<file path="src/rtl/vga_pkg.sv">
// Shared state type, RGB bit positions and colour conversion for the VGA stream sink.
package vga_pkg;

    typedef enum logic [1:0] {
        IDLE = 2'd0,
        RECV = 2'd1,
        DROP = 2'd2
    } vga_state_e;

    localparam int R_HI = 29;
    localparam int R_LO = 22;
    localparam int G_HI = 19;
    localparam int G_LO = 12;
    localparam int B_HI = 9;
    localparam int B_LO = 2;

    // Keep the most significant bits of each channel; no rounding.
    function automatic logic [15:0] rgb30_to_565(input logic [29:0] pix);
        return {pix[R_HI -: 5], pix[G_HI -: 6], pix[B_HI -: 5]};
    endfunction

    // Counter/index width that stays at least one bit for degenerate sizes.
    function automatic int idx_width(input int n);
        return (n > 1) ? $clog2(n) : 1;
    endfunction

endpackage

</file>
<file path="src/rtl/vga_stream_sink_if.sv">
// Avalon-ST pixel input plus framebuffer write bus of the VGA stream sink.
interface vga_stream_sink_if
    import vga_pkg::*;
#(
    parameter int CORES_COUNT   = 10,
    parameter int BUFFER_ADDR_W = 32,
    parameter int COLOR_WIDTH   = 16
);
    localparam int SEL_W = idx_width(CORES_COUNT);

    logic [29:0]              s_data;
    logic                     s_startofpacket;
    logic                     s_endofpacket;
    logic                     s_valid;
    logic                     s_ready;
    logic                     write;
    logic [SEL_W-1:0]         wselect;
    logic [BUFFER_ADDR_W-1:0] waddress;
    logic [COLOR_WIDTH-1:0]   wdata;
    logic                     wbusy;
    logic                     frame_done;
    logic                     sync_err;

    modport master (
        output s_data, s_startofpacket, s_endofpacket, s_valid, wbusy,
        input  s_ready, write, wselect, waddress, wdata, frame_done, sync_err
    );

    modport slave (
        input  s_data, s_startofpacket, s_endofpacket, s_valid, wbusy,
        output s_ready, write, wselect, waddress, wdata, frame_done, sync_err
    );

endinterface

</file>
<file path="src/rtl/vga_pixel_addr_gen.sv">
// Pixel position tracker: column x, line-in-band ppuy and bank ppui, with bank address.
module vga_pixel_addr_gen
    import vga_pkg::*;
#(
    parameter int VGA_WIDTH     = 800,
    parameter int VGA_HEIGHT    = 600,
    parameter int CORES_COUNT   = 10,
    parameter int BUFFER_ADDR_W = 32
) (
    input  logic                              clk,
    input  logic                              rst,
    input  logic                              restart,
    input  logic                              advance,
    output logic [idx_width(CORES_COUNT)-1:0] sel,
    output logic [BUFFER_ADDR_W-1:0]          addr,
    output logic                              band_wrap
);
    localparam int LINES = VGA_HEIGHT / CORES_COUNT;
    localparam int XW    = idx_width(VGA_WIDTH);
    localparam int YW    = idx_width(LINES);
    localparam int IW    = idx_width(CORES_COUNT);
    localparam logic [XW-1:0] X_LAST = XW'(VGA_WIDTH - 1);
    localparam logic [YW-1:0] Y_LAST = YW'(LINES - 1);
    localparam logic [IW-1:0] I_LAST = IW'(CORES_COUNT - 1);

    logic [XW-1:0] x_r, x_b_s, x_n_s;
    logic [YW-1:0] ppuy_r, ppuy_b_s, ppuy_n_s;
    logic [IW-1:0] ppui_r, ppui_b_s, ppui_n_s;

    // restart makes the current beat pixel (0,0) in the same cycle
    assign x_b_s    = restart ? {XW{1'b0}} : x_r;
    assign ppuy_b_s = restart ? {YW{1'b0}} : ppuy_r;
    assign ppui_b_s = restart ? {IW{1'b0}} : ppui_r;

    assign sel       = ppui_b_s;
    assign addr      = BUFFER_ADDR_W'(ppuy_b_s) * BUFFER_ADDR_W'(VGA_WIDTH) + BUFFER_ADDR_W'(x_b_s);
    assign band_wrap = (x_b_s == X_LAST) && (ppuy_b_s == Y_LAST);

    // Raster-order increment: x, then line within band, then bank.
    always_comb begin
        x_n_s    = x_b_s;
        ppuy_n_s = ppuy_b_s;
        ppui_n_s = ppui_b_s;
        if (advance) begin
            if (x_b_s == X_LAST) begin
                x_n_s = {XW{1'b0}};
                if (ppuy_b_s == Y_LAST) begin
                    ppuy_n_s = {YW{1'b0}};
                    if (ppui_b_s == I_LAST) begin
                        ppui_n_s = {IW{1'b0}};
                    end else begin
                        ppui_n_s = ppui_b_s + IW'(1);
                    end
                end else begin
                    ppuy_n_s = ppuy_b_s + YW'(1);
                end
            end else begin
                x_n_s = x_b_s + XW'(1);
            end
        end else begin
            x_n_s = x_b_s;
        end
    end

    // Position registers.
    always_ff @(posedge clk) begin
        if (rst) begin
            x_r    <= {XW{1'b0}};
            ppuy_r <= {YW{1'b0}};
            ppui_r <= {IW{1'b0}};
        end else begin
            x_r    <= x_n_s;
            ppuy_r <= ppuy_n_s;
            ppui_r <= ppui_n_s;
        end
    end

endmodule

</file>
<file path="src/rtl/vga_stream_sink.sv">
// Avalon-ST video sink writing RGB565 pixels into per-core framebuffer banks.
// Optional VGA_SINK_ERR_COUNT_EN adds a saturating err_count output.
module vga_stream_sink
    import vga_pkg::*;
#(
    parameter int VGA_WIDTH     = 800,
    parameter int VGA_HEIGHT    = 600,
    parameter int CORES_COUNT   = 10,
    parameter int BUFFER_ADDR_W = 32,
    parameter int COLOR_WIDTH   = 16
) (
    input  logic              clk,
    input  logic              rst,
    vga_stream_sink_if.slave  bus
`ifdef VGA_SINK_ERR_COUNT_EN
    ,
    output logic [15:0]       err_count
`endif
);
    localparam int SEL_W = idx_width(CORES_COUNT);
    localparam logic [SEL_W-1:0] LAST_BANK = SEL_W'(CORES_COUNT - 1);

    vga_state_e               state_r, state_next_s;
    logic                     accept_s, restart_s, do_write_s, last_pixel_s;
    logic                     set_done_s, set_err_s, band_wrap_s;
    logic [SEL_W-1:0]         sel_s;
    logic [BUFFER_ADDR_W-1:0] addr_s;

    assign bus.s_ready = !(bus.write && bus.wbusy);
    assign accept_s    = bus.s_valid && bus.s_ready;
    assign restart_s   = accept_s && bus.s_startofpacket;
    assign do_write_s  = accept_s && (bus.s_startofpacket || (state_r == RECV));
    assign last_pixel_s = band_wrap_s && (sel_s == LAST_BANK);

    vga_pixel_addr_gen #(
        .VGA_WIDTH     (VGA_WIDTH),
        .VGA_HEIGHT    (VGA_HEIGHT),
        .CORES_COUNT   (CORES_COUNT),
        .BUFFER_ADDR_W (BUFFER_ADDR_W)
    ) u_addr_gen (
        .clk       (clk),
        .rst       (rst),
        .restart   (restart_s),
        .advance   (do_write_s),
        .sel       (sel_s),
        .addr      (addr_s),
        .band_wrap (band_wrap_s)
    );

    // Framing FSM: next state and pulse requests for the beat accepted this cycle.
    always_comb begin
        state_next_s = state_r;
        set_done_s   = 1'b0;
        set_err_s    = 1'b0;
        if (do_write_s) begin
            if (bus.s_startofpacket && (state_r == RECV)) begin
                set_err_s = 1'b1;
            end else begin
                set_err_s = 1'b0;
            end
            if (last_pixel_s) begin
                if (bus.s_endofpacket) begin
                    set_done_s   = 1'b1;
                    state_next_s = IDLE;
                end else begin
                    set_err_s    = 1'b1;
                    state_next_s = DROP;
                end
            end else if (bus.s_endofpacket) begin
                set_err_s    = 1'b1;
                state_next_s = IDLE;
            end else begin
                state_next_s = RECV;
            end
        end else if (accept_s && (state_r == DROP) && bus.s_endofpacket) begin
            state_next_s = IDLE;
        end else begin
            state_next_s = state_r;
        end
    end

    // FSM state register.
    always_ff @(posedge clk) begin
        if (rst) begin
            state_r <= IDLE;
        end else begin
            state_r <= state_next_s;
        end
    end

    // Write bus and status pulses; the write is held unchanged while the bank stalls.
    always_ff @(posedge clk) begin
        if (rst) begin
            bus.write      <= 1'b0;
            bus.wselect    <= {SEL_W{1'b0}};
            bus.waddress   <= {BUFFER_ADDR_W{1'b0}};
            bus.wdata      <= {COLOR_WIDTH{1'b0}};
            bus.frame_done <= 1'b0;
            bus.sync_err   <= 1'b0;
        end else begin
            bus.frame_done <= set_done_s;
            bus.sync_err   <= set_err_s;
            if (do_write_s) begin
                bus.write    <= 1'b1;
                bus.wselect  <= sel_s;
                bus.waddress <= addr_s;
                bus.wdata    <= COLOR_WIDTH'(rgb30_to_565(bus.s_data));
            end else if (bus.write && bus.wbusy) begin
                bus.write <= 1'b1;
            end else begin
                bus.write <= 1'b0;
            end
        end
    end

`ifdef VGA_SINK_ERR_COUNT_EN
    // Saturating framing-error count, updated on the same edge as sync_err.
    always_ff @(posedge clk) begin
        if (rst) begin
            err_count <= 16'h0000;
        end else if (set_err_s && (err_count != 16'hFFFF)) begin
            err_count <= err_count + 16'h0001;
        end else begin
            err_count <= err_count;
        end
    end
`endif

endmodule
</file>
<file path="src/flat_wrapper.sv">
// flat-port wrapper written by rule: the top's interface ports become plain ports
module vga_stream_sink_flat import vga_pkg::*;
#(
    parameter int VGA_WIDTH     = 800,
    parameter int VGA_HEIGHT    = 600,
    parameter int CORES_COUNT   = 10,
    parameter int BUFFER_ADDR_W = 32,
    parameter int COLOR_WIDTH   = 16
)
  (clk, rst, bus_s_data, bus_s_startofpacket, bus_s_endofpacket, bus_s_valid, bus_wbusy, bus_s_ready, bus_write, bus_wselect, bus_waddress, bus_wdata, bus_frame_done, bus_sync_err);
  vga_stream_sink_if #(.CORES_COUNT(CORES_COUNT), .BUFFER_ADDR_W(BUFFER_ADDR_W), .COLOR_WIDTH(COLOR_WIDTH)) bus_i ();
  input  logic clk;
  input  logic rst;
  input wire logic [$bits(bus_i.s_data)-1:0] bus_s_data;
  input wire logic [$bits(bus_i.s_startofpacket)-1:0] bus_s_startofpacket;
  input wire logic [$bits(bus_i.s_endofpacket)-1:0] bus_s_endofpacket;
  input wire logic [$bits(bus_i.s_valid)-1:0] bus_s_valid;
  input wire logic [$bits(bus_i.wbusy)-1:0] bus_wbusy;
  output wire logic [$bits(bus_i.s_ready)-1:0] bus_s_ready;
  output wire logic [$bits(bus_i.write)-1:0] bus_write;
  output wire logic [$bits(bus_i.wselect)-1:0] bus_wselect;
  output wire logic [$bits(bus_i.waddress)-1:0] bus_waddress;
  output wire logic [$bits(bus_i.wdata)-1:0] bus_wdata;
  output wire logic [$bits(bus_i.frame_done)-1:0] bus_frame_done;
  output wire logic [$bits(bus_i.sync_err)-1:0] bus_sync_err;
  assign bus_i.s_data = bus_s_data;
  assign bus_i.s_startofpacket = bus_s_startofpacket;
  assign bus_i.s_endofpacket = bus_s_endofpacket;
  assign bus_i.s_valid = bus_s_valid;
  assign bus_i.wbusy = bus_wbusy;
  assign bus_s_ready = bus_i.s_ready;
  assign bus_write = bus_i.write;
  assign bus_wselect = bus_i.wselect;
  assign bus_waddress = bus_i.waddress;
  assign bus_wdata = bus_i.wdata;
  assign bus_frame_done = bus_i.frame_done;
  assign bus_sync_err = bus_i.sync_err;
  vga_stream_sink #(.VGA_WIDTH(VGA_WIDTH), .VGA_HEIGHT(VGA_HEIGHT), .CORES_COUNT(CORES_COUNT), .BUFFER_ADDR_W(BUFFER_ADDR_W), .COLOR_WIDTH(COLOR_WIDTH)) u_core (.clk(clk), .rst(rst), .bus(bus_i));
endmodule
</file>
<file path="config.mk">
export PLATFORM = sky130hd
export DESIGN_NAME = vga_stream_sink_flat
export DESIGN_NICKNAME = d
export VERILOG_FILES = /design/src/rtl/vga_pkg.sv /design/src/rtl/vga_stream_sink_if.sv /design/src/rtl/vga_pixel_addr_gen.sv /design/src/rtl/vga_stream_sink.sv /design/src/flat_wrapper.sv
export SDC_FILE = /design/constraint.sdc
export NUM_CORES = 1
export LEC_CHECK = 0
export BUFFER_PORTS_ARGS = -buffer_cell sky130_fd_sc_hd__buf_2
export CORE_MARGIN = 4
export CORE_UTILIZATION = 45
export CTS_CLUSTER_DIAMETER = 80
export CTS_CLUSTER_SIZE = 12
export DETAILED_ROUTE_END_ITERATION = 10
export GPL_ROUTABILITY_DRIVEN = 1
export GPL_TIMING_DRIVEN = 0
export PLACE_DENSITY = 0.69
export SYNTH_ARGS = -nofsm -noshare
export SYNTH_HDL_FRONTEND = slang
export SYNTH_SLANG_ARGS = --single-unit
</file>
<file path="constraint.sdc">
create_clock -name clk -period 9.8 [get_ports clk]
set_input_delay 0.98 -clock clk [delete_from_list [all_inputs] [get_ports clk]]
set_output_delay 0.98 -clock clk [all_outputs]
set_load 0.05 [all_outputs]
</file>
======== Yosys cells after proc, flatten, opt, wreduce, memory -nomap -nowiden ========
Index checks and enable logic that the tools add are counted.
cells by class
  $add $sub $neg .......................... 4
  $mul .................................... 1
  div/mod/pow operators ................... 0
  magnitude comparators ................... 0
  equal/unequal tests ..................... 5
  shifts and indexed selects .............. 0
  mux-type cells .......................... 24
  bitwise logic cells ..................... 2
  reduce and logical (&&, ||, !) cells .... 14
operators by type and width
  kind                     count
  $mux W10                 3
  $mux W6                  4
  $mux W4                  5
  $add A16 B10 Y17         1
  $mul A6 B5 Y11 const B   1
  $add A10 B1 Y10 const B  1
  $eq A10 B10 Y1 const B   1
  $logic_and A1 B1 Y1      9
  $mux W1                  8
  $mux W2                  4
  $add A6 B1 Y6 const B    1
  $eq A6 B6 Y1 const B     1
  $add A4 B1 Y4 const B    1
  $eq A4 B4 Y1 const B     1
  $reduce_or A3 Y1         1
  $eq A2 B1 Y1 const B     1
  $eq A2 B2 Y1 const B     1
  $not A1 Y1               2
  $reduce_bool A2 Y1       1
  $reduce_or A2 Y1         1
  $logic_not A1 Y1         1
  $logic_or A1 B1 Y1       1
storage, ports and cells
  register bits after elaboration ......... 77
  bits in latches ......................... 0
  memory bits (writable) .................. 0
  memory bits (read-only) ................. 0
  input port bits ......................... 36
  output and inout bits ................... 56
  logic and storage cells ................. 60
  memories kept ........................... 0

======== Logic depth before layout (Yosys ltp) ========
Gate-level depths: netlist of the first run.
  depth after elaboration ................. 10
  gate-level depth with buffers ........... 14
  mapped depth without buffers ............ 13

======== Hierarchy ========
From an unflattened synthesis of the first run, not the netlist that was laid out.
second synthesis, totals
  cells, all modules ...................... 518
  area total of the unflattened synthesis .. 4147.7 sq um
by module, submodules not included
  module              instances  cells an instance  area each (sq um)  sequential area each (sq um)
  vga_pixel_addr_gen  1          267                2104.5             400.4
  vga_stream_sink     1          251                2043.2             1141.1

======== Worst setup path before layout of the first run ========
OpenSTA, ideal clock, no wires.
  path type ............................... in2reg
  start ................................... input bus_s_valid
  end ..................................... register u_core.bus.waddress[16]
  library setup time ...................... 70 ps
  arrival ................................. 4241 ps
  required time ........................... 9730 ps
  slack ................................... 5490 ps
  stages .................................. 14
  buffers on the path ..................... 2
  cell sequence ........................... a21boi_2 nand2_1 clkbuf_1 clkbuf_1 and3_1 ha_1 ha_1 ha_1 o21ai_1 nor2_2 nor4_4 nand3_2 or4_1 a21oi_1
on the way
  cells in the longest elaborated chain, start to end .. 5
  elaborated cells on any way between the ends .. 7
  those cells by class .................... add/sub (1); mul (1); mux (2); reduce/logical (3)
ends and longest elaborated chain
  element                  line                      text
  from (decl)              flat_wrapper.sv:17        input wire logic [$bits(bus_i.s_valid)-1:0] bus_s_valid;
  $logic_and A1 B1 Y1 (*)  vga_stream_sink.sv:30     assign accept_s = bus.s_valid && bus.s_ready;
  $logic_and A1 B1 Y1      vga_stream_sink.sv:31     assign restart_s = accept_s && bus.s_startofpacket;
  $mux W6                  vga_pixel_addr_gen.sv:32  assign ppuy_b_s = restart ? {YW{1'b0}} : ppuy_r;
  $mul A6 B5 Y11           vga_pixel_addr_gen.sv:36  assign addr = BUFFER_ADDR_W'(ppuy_b_s) * BUFFER_ADDR_W'(VGA_WIDTH) + BUFFER_ADDR_W'(x_b_s);
  $add A16 B10 Y17         vga_pixel_addr_gen.sv:36
  to (signal assigned)     vga_stream_sink.sv:96     bus.waddress <= {BUFFER_ADDR_W{1'b0}};
  to (signal assigned)     vga_stream_sink.sv:106    bus.waddress <= addr_s;
  to (decl)                vga_stream_sink_if.sv:31  output s_ready, write, wselect, waddress, wdata, frame_done, sync_err
Every way passes the cells marked *; elsewhere a longest branch is shown, timed or not.
A chain may end at the register's enable or synchronous reset.

======== Final worst setup path of the first run ========
  start ................................... input bus_wbusy
  end ..................................... register u_core.bus.waddress[16]
on the way
  cells in the longest elaborated chain, start to end .. 7
  elaborated cells on any way between the ends .. 9
  those cells by class .................... add/sub (1); mul (1); mux (2); reduce/logical (5)
ends and longest elaborated chain
  element                  line                      text
  from (decl)              flat_wrapper.sv:18        input wire logic [$bits(bus_i.wbusy)-1:0] bus_wbusy;
  $logic_and A1 B1 Y1 (*)  vga_stream_sink.sv:29     assign bus.s_ready = !(bus.write && bus.wbusy);
  $logic_not A1 Y1 (*)     vga_stream_sink.sv:29
  $logic_and A1 B1 Y1 (*)  vga_stream_sink.sv:30
  $logic_and A1 B1 Y1      vga_stream_sink.sv:31
  $mux W6                  vga_pixel_addr_gen.sv:32
  $mul A6 B5 Y11           vga_pixel_addr_gen.sv:36
  $add A16 B10 Y17         vga_pixel_addr_gen.sv:36
Marks and branches as above.

==> flow_summary.ini, run 1 <==
[power]
clkPwrFrac_pct = 41.9
powerDensity_mw_per_mm2 = 139
intPower_w = 0.000432
seq_power_share_pct = 43.5
combPwrFrac_pct = 14.6
p_leak_nw = 1.86
switchingPower_w = 0.000172
vdd_drop_max_mv = 0.0694
swShare_pct = 28.5

[grt]
antenna_found_initial = 0
first_global_vias = 3102
track_usage_pct = 18.3
overflow = 0
grt_max_degree = 12
grt_pass1_wl_microns = 14700

[routing]
avgRoutedWirePerCell_microns = 14.0
route.detailed.drc = 0
first_pass_iters = 7
dr.first_iter.drc_count = 254
viasPerCell = 5.21
finalWirelength_microns = 9000
vias = 3341
ant_nets = 0

[synth]
synth_cell_type_count = 61
ys_warn_count = 0
synth_cells = 447
synth_top_cell_area_share_pct = 34.0
syn-cell-area_sq_mm = 0.00365
yosysTopAreaCell = dfxtp_1
synth_flop_cell = dfxtp_1
synth_area_leaders = dfxtp_1, nand2_1, ha_1
synth-seq-area-share_pct = 34.0
async_reset_ff_share_pct = 0
syn_area_per_cell_sq_um = 8.17
synth_edf_count = 0
synth_seq_cells = 62

[die]
die_y_microns = 98.1
core-area_sq_mm = 0.00781
fp.dieW_microns = 98.1
design.die.area_sq_mm = 0.00962
start_util_pct = 46.8
num_rows = 32
boundaryPins = 92

[clock_network]
cts_tree = done
post-cts-setup-buffers = 0
cts_max_level = 3
clkTransAtPathRegs_ns = 0.07
root_buffer = clkbuf_8
clock_path_buffers = 2
numCtsBuffers = 9
cts.sinks = 62
hold_buffers = 0
cts_resized = 0
clk_latency_ns = 0.33

[placed_design]
hpwl_microns = 6720
port_buffers = 62
place.gp.congestion = 0.849
place_area_sq_mm = 0.00414
dp_worst_setup_slack_ns = 4.63

[critical_path]
crit_path_start_kind = input pin
cp_cell_sequence = buf_2 -> a21boi_2 -> nand2_1 -> clkbuf_1 -> clkbuf_1 -> and3_1 -> ha_1 -> ha_1 -> ha_1 -> o21ai_1 -> nor2_2 -> nor4_4 -> nand3_2 -> or4_1 -> a21oi_1
cp.buffers_inverters = 3
critPathKind = input pin to flop
critical_path_required_ns = 10.06
crit_path_max_fanout = 10
endpoint_kind = flop
slowest_delay_ns = 0.49
cp_slowest_cell = or4_1
cp.arrival_ns = 5.17
crit_family = simple AND/OR/NAND/NOR gates
crit_top_cell = ha_1

[timing]
timing.fmax_mhz = 204
tns_ns = 0
skew_ns = 0.0107
setup_viol = 0
hold_violations = 0
min_period_ns = 4.90
relSlewSlack_pct = 55.1
whs_ns = 0.452
slew_viol_final = 0
period_share_pct = 50.0
worst_pin_slew_ns = 0.674
finalWorstSetupSlack_ns = 4.90
rsz0062_at_grt = false

[min_path]
hp-class = flop to flop

[finish]
area_delta_synth_final_pct = 19.5
layout.nets = 590
drive_gt1_share_pct = 23.0
final_core_util_pct = 55.9
diodes = 0
final_cell_area_sq_mm = 0.00436

[outcome]
outcome = finished clean

[run]
maxCapViolCount = 0
## flip-flops by register name, summed over array words and instances, names as in the netlist, 2 cells and up
signal	count
u_core.state_r	2
u_core.bus.wselect	4
u_core.bus.waddress	17
u_core.u_addr_gen.x_r	10
u_core.u_addr_gen.ppuy_r	6
u_core.bus.wdata	16
u_core.u_addr_gen.ppui_r	4
## synth_stat cells, drive strengths merged, types with 5 or more instances
cell     n
inv      9
nand3    9
and2     6
nand4    9
a211oi  13
and3     8
o21ai   12
ha      19
a21oi   44
clkbuf  17
nor2    45
nand2   82
xor2    16
dfxtp   62
xnor2   16
buf     25
nor3     5
## worst register-to-register path, stage by stage (launching register included)
cell and delay, ns:
dfxtp_1 0.34, a21boi_2 0.39, nand2_1 0.34, clkbuf_1 0.33, clkbuf_1 0.34, and3_1 0.28, ha_1 0.28, ha_1 0.31
ha_1 0.36, o21ai_1 0.28, nor2_2 0.09, nor4_4 0.33, nand3_2 0.12, or4_1 0.49, a21oi_1 0.14
## power by group through the flow
stage                     clock network, W  registers [W]  logic (W)
after global placement                   0       0.000268  0.0000874
after global routing              0.000267       0.000264  0.0000939
final                             0.000253       0.000263  0.0000884
after CTS                         0.000256       0.000263  0.0000884
after floorplan                          0       0.000291  0.0000442
after detailed placement                 0       0.000269  0.0000881
## cell usage in the layout (no fill, tap or decap), types with 3 or more instances in the layout
cell and n:
inv_1 8, nand2b_1 4, nand2_1 81, nor2b_1 3, nand4_1 9, and3_1 8, ha_1 19, nand3_1 8
and2_1 6, clkbuf_8 14, buf_4 15, nor3_1 4, buf_2 70, a211oi_1 12, a31oi_1 4, dfxtp_1 62
xor2_1 16, nor2_1 42, clkbuf_1 14, nor4b_2 3, conb_1 15, a21oi_1 44, xnor2_1 16, o21ai_0 10
## worst paths after layout
path,startpoint,endpoint,slack (ns),cells past startpoint
worst max-delay path,bus_wbusy,u_core.bus.waddress[16],4.90,15
worst min-delay path,u_core.bus.wdata[11],u_core.bus.wdata[11],0.45,2
worst max register to register,u_core.bus.write,u_core.bus.waddress[16],5.31,14
worst min register to register,u_core.bus.wdata[11],u_core.bus.wdata[11],0.45,2
## stage by stage
step	cells	power [W]
detailed placement	625	0.000357
CTS	641	0.000608
finish	641	0.000605
global route	641	0.000625
global placement	625	0.000356
floorplan	461	0.000336
## layer usage
layer	GRT usage, %	wire [microns]
met1	24.4	4160
met2	29.8	4110
met3	3.93	659
met4	5.32	78
met5	0	0
## cells by family after synthesis
family	share of synthesized area, %
flip-flops	34.0
AO/OA/AOI/OAI	16.4
multiplexers	0.308
AND/OR/NAND/NOR	25.9
adder cells (fa/ha/maj)	7.06
buffers and inverters	8.57
XOR/XNOR	7.68
other	0.103
## layout make-up
class	instances	area [sq um]
fillers	747	3440
multi-input cells	348	2150
flip-flops and latches	62	1240
repair buffers	62	310
plain buffers	42	279
clock buffers	11	141
well taps	102	128
clock inverters	5	81.3
inverters	9	33.8
Power figures use the tool's default switching activity.
==> run 2, diff against run 1 <==
Settings changed: PLACE_DENSITY 0.69 to 0.72.
Clock period 9.8 ns to 4 ns, I/O delays scaled along.
==> run 2 against run 1 <==
  * Non-clock buffer count is the same
  * Clock-buffer cell count is the same
  * Sequential cell count is the same
  * Sequential power grew 150%
  * Register-to-register slack lost 5.1 ns
  * Clock skew is essentially flat
  * Design area shrank 0.72%
  * Die area is the same
  * Via count is essentially flat
  * Combinational power grew 150%
  * Clock power grew 85%
  * Highest routed layer unchanged
==> flow_summary.ini, run 2 (same netlist as run 1, synthesis figures left out) <==
[grt]
track_usage_pct = 17.6
overflow = 0
grt_pass1_wl_microns = 14100
first_global_vias = 3061
antenna_found_initial = 0
grt_max_degree = 19

[timing]
slew_viol_final = 0
whs_ns = 0.291
hold_violations = 0
rsz0062_at_grt = false
finalWorstSetupSlack_ns = 0.232
skew_ns = 0.0109
timing.fmax_mhz = 265
min_period_ns = 3.77
setup_viol = 0
worst_pin_slew_ns = 0.574
relSlewSlack_pct = 61.2
period_share_pct = 94.2

[critical_path]
crit_family = simple AND/OR/NAND/NOR gates
cp.buffers_inverters = 1
slowest_delay_ns = 0.50
critical_path_required_ns = 4.27
cp_cell_sequence = a21bo_2 -> nor2_4 -> nor2_1 -> ha_1 -> ha_1 -> inv_1 -> fa_1 -> nand2b_1 -> a21oi_1 -> xor2_1 -> nand3_2 -> or4_1 -> a21oi_1
endpoint_kind = flop
cp_slowest_cell = or4_1
cp.arrival_ns = 4.04
crit_path_start_kind = flop
crit_path_max_fanout = 17
critPathKind = flop to flop

[power]
switchingPower_w = 0.000415
vdd_drop_max_mv = 0.123
p_leak_nw = 1.86
combPwrFrac_pct = 16.4
swShare_pct = 31.1
powerDensity_mw_per_mm2 = 308
clkPwrFrac_pct = 35.2
seq_power_share_pct = 48.4
intPower_w = 0.000918

[die]
fp.dieW_microns = 98.1
boundaryPins = 92
die_y_microns = 98.1
num_rows = 32
design.die.area_sq_mm = 0.00962
start_util_pct = 46.8
core-area_sq_mm = 0.00781

[routing]
finalWirelength_microns = 8570
vias = 3339
route.detailed.drc = 0
first_pass_iters = 4
dr.first_iter.drc_count = 240
ant_nets = 0
viasPerCell = 5.21
avgRoutedWirePerCell_microns = 13.4

[placed_design]
place.gp.congestion = 0.885
hpwl_microns = 6580
dp_worst_setup_slack_ns = -0.562
port_buffers = 62

[clock_network]
cts.sinks = 62
root_buffer = clkbuf_8
cts_max_level = 3
clk_latency_ns = 0.34
cts_tree = done
clkTransAtPathRegs_ns = 0.07
numCtsBuffers = 9
clock_path_buffers = 2

[outcome]
outcome = finished clean

[finish]
reg_top3 = u_core.bus.waddress (17), u_core.bus.wdata (16), u_core.u_addr_gen.x_r (10)
diodes = 0
drive_gt1_share_pct = 23.6
final_common_cell = nand2_1
regMostFlops = u_core.bus.waddress
largest_register_ffs = 17
area_delta_synth_final_pct = 18.7
layout.nets = 590
mostFrequentLayoutCells = nand2_1, buf_2, dfxtp_1, a21oi_1, nor2_1

[min_path]
hp-class = input pin to flop

[run]
maxCapViolCount = 0
-- run 2: changes by cell type in the layout (fill, tap and decap cells not counted), sizes merged --
cell	previous run	this run
bufinv	2	0
buf	87	89
clkinv	1	5
clkbuf	28	26
clkinvlp	1	0
inv	10	9
-- run 2: tightest hold or removal path: stages --
cell and delay [ns]:
buf_2 0.10, nand2_1 0.04, a21oi_1 0.05
-- run 2: area by class of cell --
type / count / area, sq um
timing repair buffer: 64 / 325
buffer: 40 / 273
sequential: 62 / 1240
multi-input combinational: 348 / 2160
clock buffer: 11 / 131
clock inverter: 5 / 36.3
fill: 741 / 3470
inverter: 9 / 33.8
tap: 102 / 128
-- run 2: path summary, 6_finish.rpt --
check                                         start                       to  slack [ns]  cells after the start
worst max-delay path               u_core.bus.write  u_core.bus.waddress[16]        0.23                     13
worst min-delay path                 bus_s_data[27]     u_core.bus.wdata[13]        0.29                      3
worst max register to register     u_core.bus.write  u_core.bus.waddress[16]        0.23                     13
worst min register to register  u_core.bus.wdata[7]      u_core.bus.wdata[7]        0.45                      2
-- run 2: stage by stage --
step	std cells	total power (W)	setup TNS, ns	cell area (sq um)	util, %
after floorplan	461	0.000822	0	3700	-
after global placement	625	0.000871	-1.70	4140	53.0
after detailed placement	625	0.000874	-1.64	4140	53.0
after CTS	639	0.00134	0	4310	55.2
after global routing	641	0.00139	0	4330	55.5
final	641	0.00133	0	4330	55.5
-- run 2: routing by layer --
metal  routed length (microns)  global-route usage (%)  vias to the layer above
met5                         0                       0                        -
met2                      3860                    27.5                      120
met3                       657                    4.64                       15
met1                      3920                    23.0                     1518
li1                          -                       -                     1686
met4                       134                    7.45                        0
-- run 2: timing repair --
action | in CTS | in global routing
resized for setup | 3 | 1
hold buffers | 0 | 0
setup endpoints to repair | 4 | 2
buffers inserted | 0 | 2
gates cloned | 0 | 0
pin swaps | 0 | 1
-- run 2: power by group through the flow --
| stage | Combinational, W | Sequential (W) | Clock [W] |
|---|---|---|---|
| finish | 0.000218 | 0.000645 | 0.000469 |
| floorplan | 0.000108 | 0.000714 | 0 |
| CTS | 0.000215 | 0.000645 | 0.000480 |
| global route | 0.000232 | 0.000647 | 0.000515 |
| global placement | 0.000214 | 0.000658 | 0 |
| detailed placement | 0.000215 | 0.000659 | 0 |
==> run 3, diff against run 2 <==
Settings changed: PLACE_DENSITY 0.72 to 0.71, SYNTH_HIERARCHICAL from default to 1.
==> run 3 against run 2 <==
  * Critical path type unchanged
  * Combinational power decreased by 6%
  * Routed wire length increased by 8.9%
  * Maximum frequency decreased by 1.6%
  * Highest routed layer unchanged
  * Clock skew decreased by 0.0021 ns
==> flow_summary.ini, run 3 <==
[finish]
final_common_cell = nand2_1
fin_cells = 732
multi_input_area_sq_mm = 0.00233
final_cell_area_sq_mm = 0.00496
fillers = 847
final_core_util_pct = 56.0
regMostFlops = u_core/bus.waddress
layout.nets = 677
mostFrequentLayoutCells = nand2_1, buf_2, dfxtp_1, a21oi_1, nor2_1
area_delta_synth_final_pct = 19.5
drive_gt1_share_pct = 23.2
reg_top3 = u_core/bus.waddress (32), u_core/bus.wdata (16), u_core/u_addr_gen/x_r (10)
seq_area_sq_mm = 0.00154
diodes = 0
largest_register_ffs = 32

[synth]
synth_cell_type_count = 53
async_reset_ff_share_pct = 0
synth_seq_cells = 77
synth-seq-area-share_pct = 37.2
ys_top_cells_by_count = nand2_1, dfxtp_1, a21oi_1
synth_flop_cell = dfxtp_1
synth_top_cell_area_share_pct = 37.2
yosysTopAreaCell = dfxtp_1
synth_most_common_cell = nand2_1
syn-cell-area_sq_mm = 0.00415
synth_area_leaders = dfxtp_1, nand2_1, a21oi_1
synth_edf_count = 0
syn_area_per_cell_sq_um = 8.01
ys_warn_count = 6
synth_cells = 518

[min_path]
hp-class = input pin to flop
min_path_cells = 3

[critical_path]
critical_path_required_ns = 4.27
critical_path_depth = 16
cp_slowest_cell = fa_1
crit_path_max_fanout = 10
cp.arrival_ns = 4.11
cp.buffers_inverters = 3
critPathKind = flop to flop
slowest_delay_ns = 0.49
crit_path_start_kind = flop
cp_cell_sequence = nand2_4 -> and3_1 -> buf_4 -> buf_6 -> buf_4 -> nor2_1 -> ha_1 -> ha_1 -> fa_1 -> a21oi_1 -> o21ai_0 -> a2111o_1 -> o311ai_1 -> nor3b_2 -> nand2_1 -> a21oi_1
rr_worst_depth = 16
crit_family = adder cells
endpoint_kind = flop

[timing]
relSlewSlack_pct = 62.5
worst_pin_slew_ns = 0.555
rsz0062_at_grt = false
slew_viol_final = 0
skew_ns = 0.00881
setup_viol = 0
period_share_pct = 95.8
hold_violations = 0
whs_ns = 0.281
min_period_ns = 3.83
finalWorstSetupSlack_ns = 0.169
timing.fmax_mhz = 261

[routing]
ant_nets = 0
vias = 3710
viasPerCell = 5.07
first_pass_iters = 4
route.detailed.drc = 0
dr.first_iter.drc_count = 222
avgRoutedWirePerCell_microns = 12.8
finalWirelength_microns = 9340

[grt]
track_usage_pct = 17.5
grt_pass1_wl_microns = 16000
antenna_found_initial = 0
overflow = 0
grt_max_degree = 15
first_global_vias = 3492

[clock_network]
post-cts-setup-buffers = 0
clock_path_buffers = 2
root_buffer = clkbuf_8
cts_max_level = 3
cts.sinks = 77
hold_buffers = 0
clk_latency_ns = 0.35
numCtsBuffers = 9
clkTransAtPathRegs_ns = 0.09
cts_tree = done

[power]
vdd_drop_max_mv = 0.264
powerDensity_mw_per_mm2 = 321
p_leak_nw = 2.25

[run]
maxCapViolCount = 0

[die]
start_util_pct = 46.9
num_rows = 34
core-area_sq_mm = 0.00885
fp.dieW_microns = 104
design.die.area_sq_mm = 0.0108
die_y_microns = 104
boundaryPins = 92

[placed_design]
dp_cells = 717
dp_worst_setup_slack_ns = -0.638
hpwl_microns = 7240
place.gp.congestion = 0.868
port_buffers = 77
place_area_sq_mm = 0.00473

[outcome]
outcome = finished clean
[run 3: routing by layer]
metal | up-vias | global-route usage (%) | wire length [microns]
met5 | - | 0 | 0
met1 | 1711 | 22.2 | 4360
li1 | 1908 | - | -
met4 | 0 | 5.79 | 144
met3 | 15 | 4.59 | 425
met2 | 76 | 28.7 | 4410
[run 3: timing repair]
action	in CTS	in global routing
pin swaps	0	0
gates resized for setup	8	8
setup endpoints to repair	4	3
[run 3: worst paths after layout]
kind | from | end | slack, ns
setup / recovery | u_core/bus.write | u_core/bus.waddress[16] | 0.17
hold / removal | bus_s_data[29] | u_core/bus.wdata[15] | 0.28
setup reg to reg | u_core/bus.write | u_core/bus.waddress[16] | 0.17
hold reg to reg | u_core/bus.wdata[7] | u_core/bus.wdata[7] | 0.45
[run 3: cell type report]
cell class / instances / share of cell area [%]
buffer: 44 / 6.11
clock buffer: 10 / 2.57
clock inverter: 6 / 1.41
inverter: 16 / 1.21
multi-input combinational: 394 / 47.1
sequential: 77 / 31.1
tap: 108 / 2.73
timing repair buffer: 77 / 7.77
[run 3: per-stage QoR]
step                      setup TNS (ns)  power, W
after floorplan                        0  0.000963
after global placement             -2.27   0.00101
after detailed placement           -2.07   0.00102
after CTS                              0   0.00161
after global routing                   0   0.00166
final                                  0   0.00159
[run 3: kinds of logic (layout without fill, tap and decap cells)]
kind of cell	after synthesis	after routing	synth area share, %
adders and majority gates	23	23	7.06
and+or+nand+nor	224	224	26.0
muxes	4	4	0.965
other	1	15	0.0904
DFF	77	77	37.2
buffers and inverters	61	153	8.48
xor gates and xnor gates	35	35	7.39
AOI/OAI and AO/OA	93	93	12.9
[run 3: worst reg2reg max path, delay by kind of cell (launching register included)]
kind / cells / cell delay, ns
buffers and inverters: 3 / 0.54
adders and majority gates: 3 / 1.11
DFF: 1 / 0.34
and+or+nand+nor: 5 / 0.71
AOI/OAI and AO/OA: 5 / 1.06
[run 3: power breakdown]
group | switching, W | leakage (nW) | internal (W)
sequential | 0.00000934 | 0.625 | 0.000786
combinational | 0.000144 | 1.53 | 0.0000618
clock | 0.000298 | 0.0895 | 0.000293
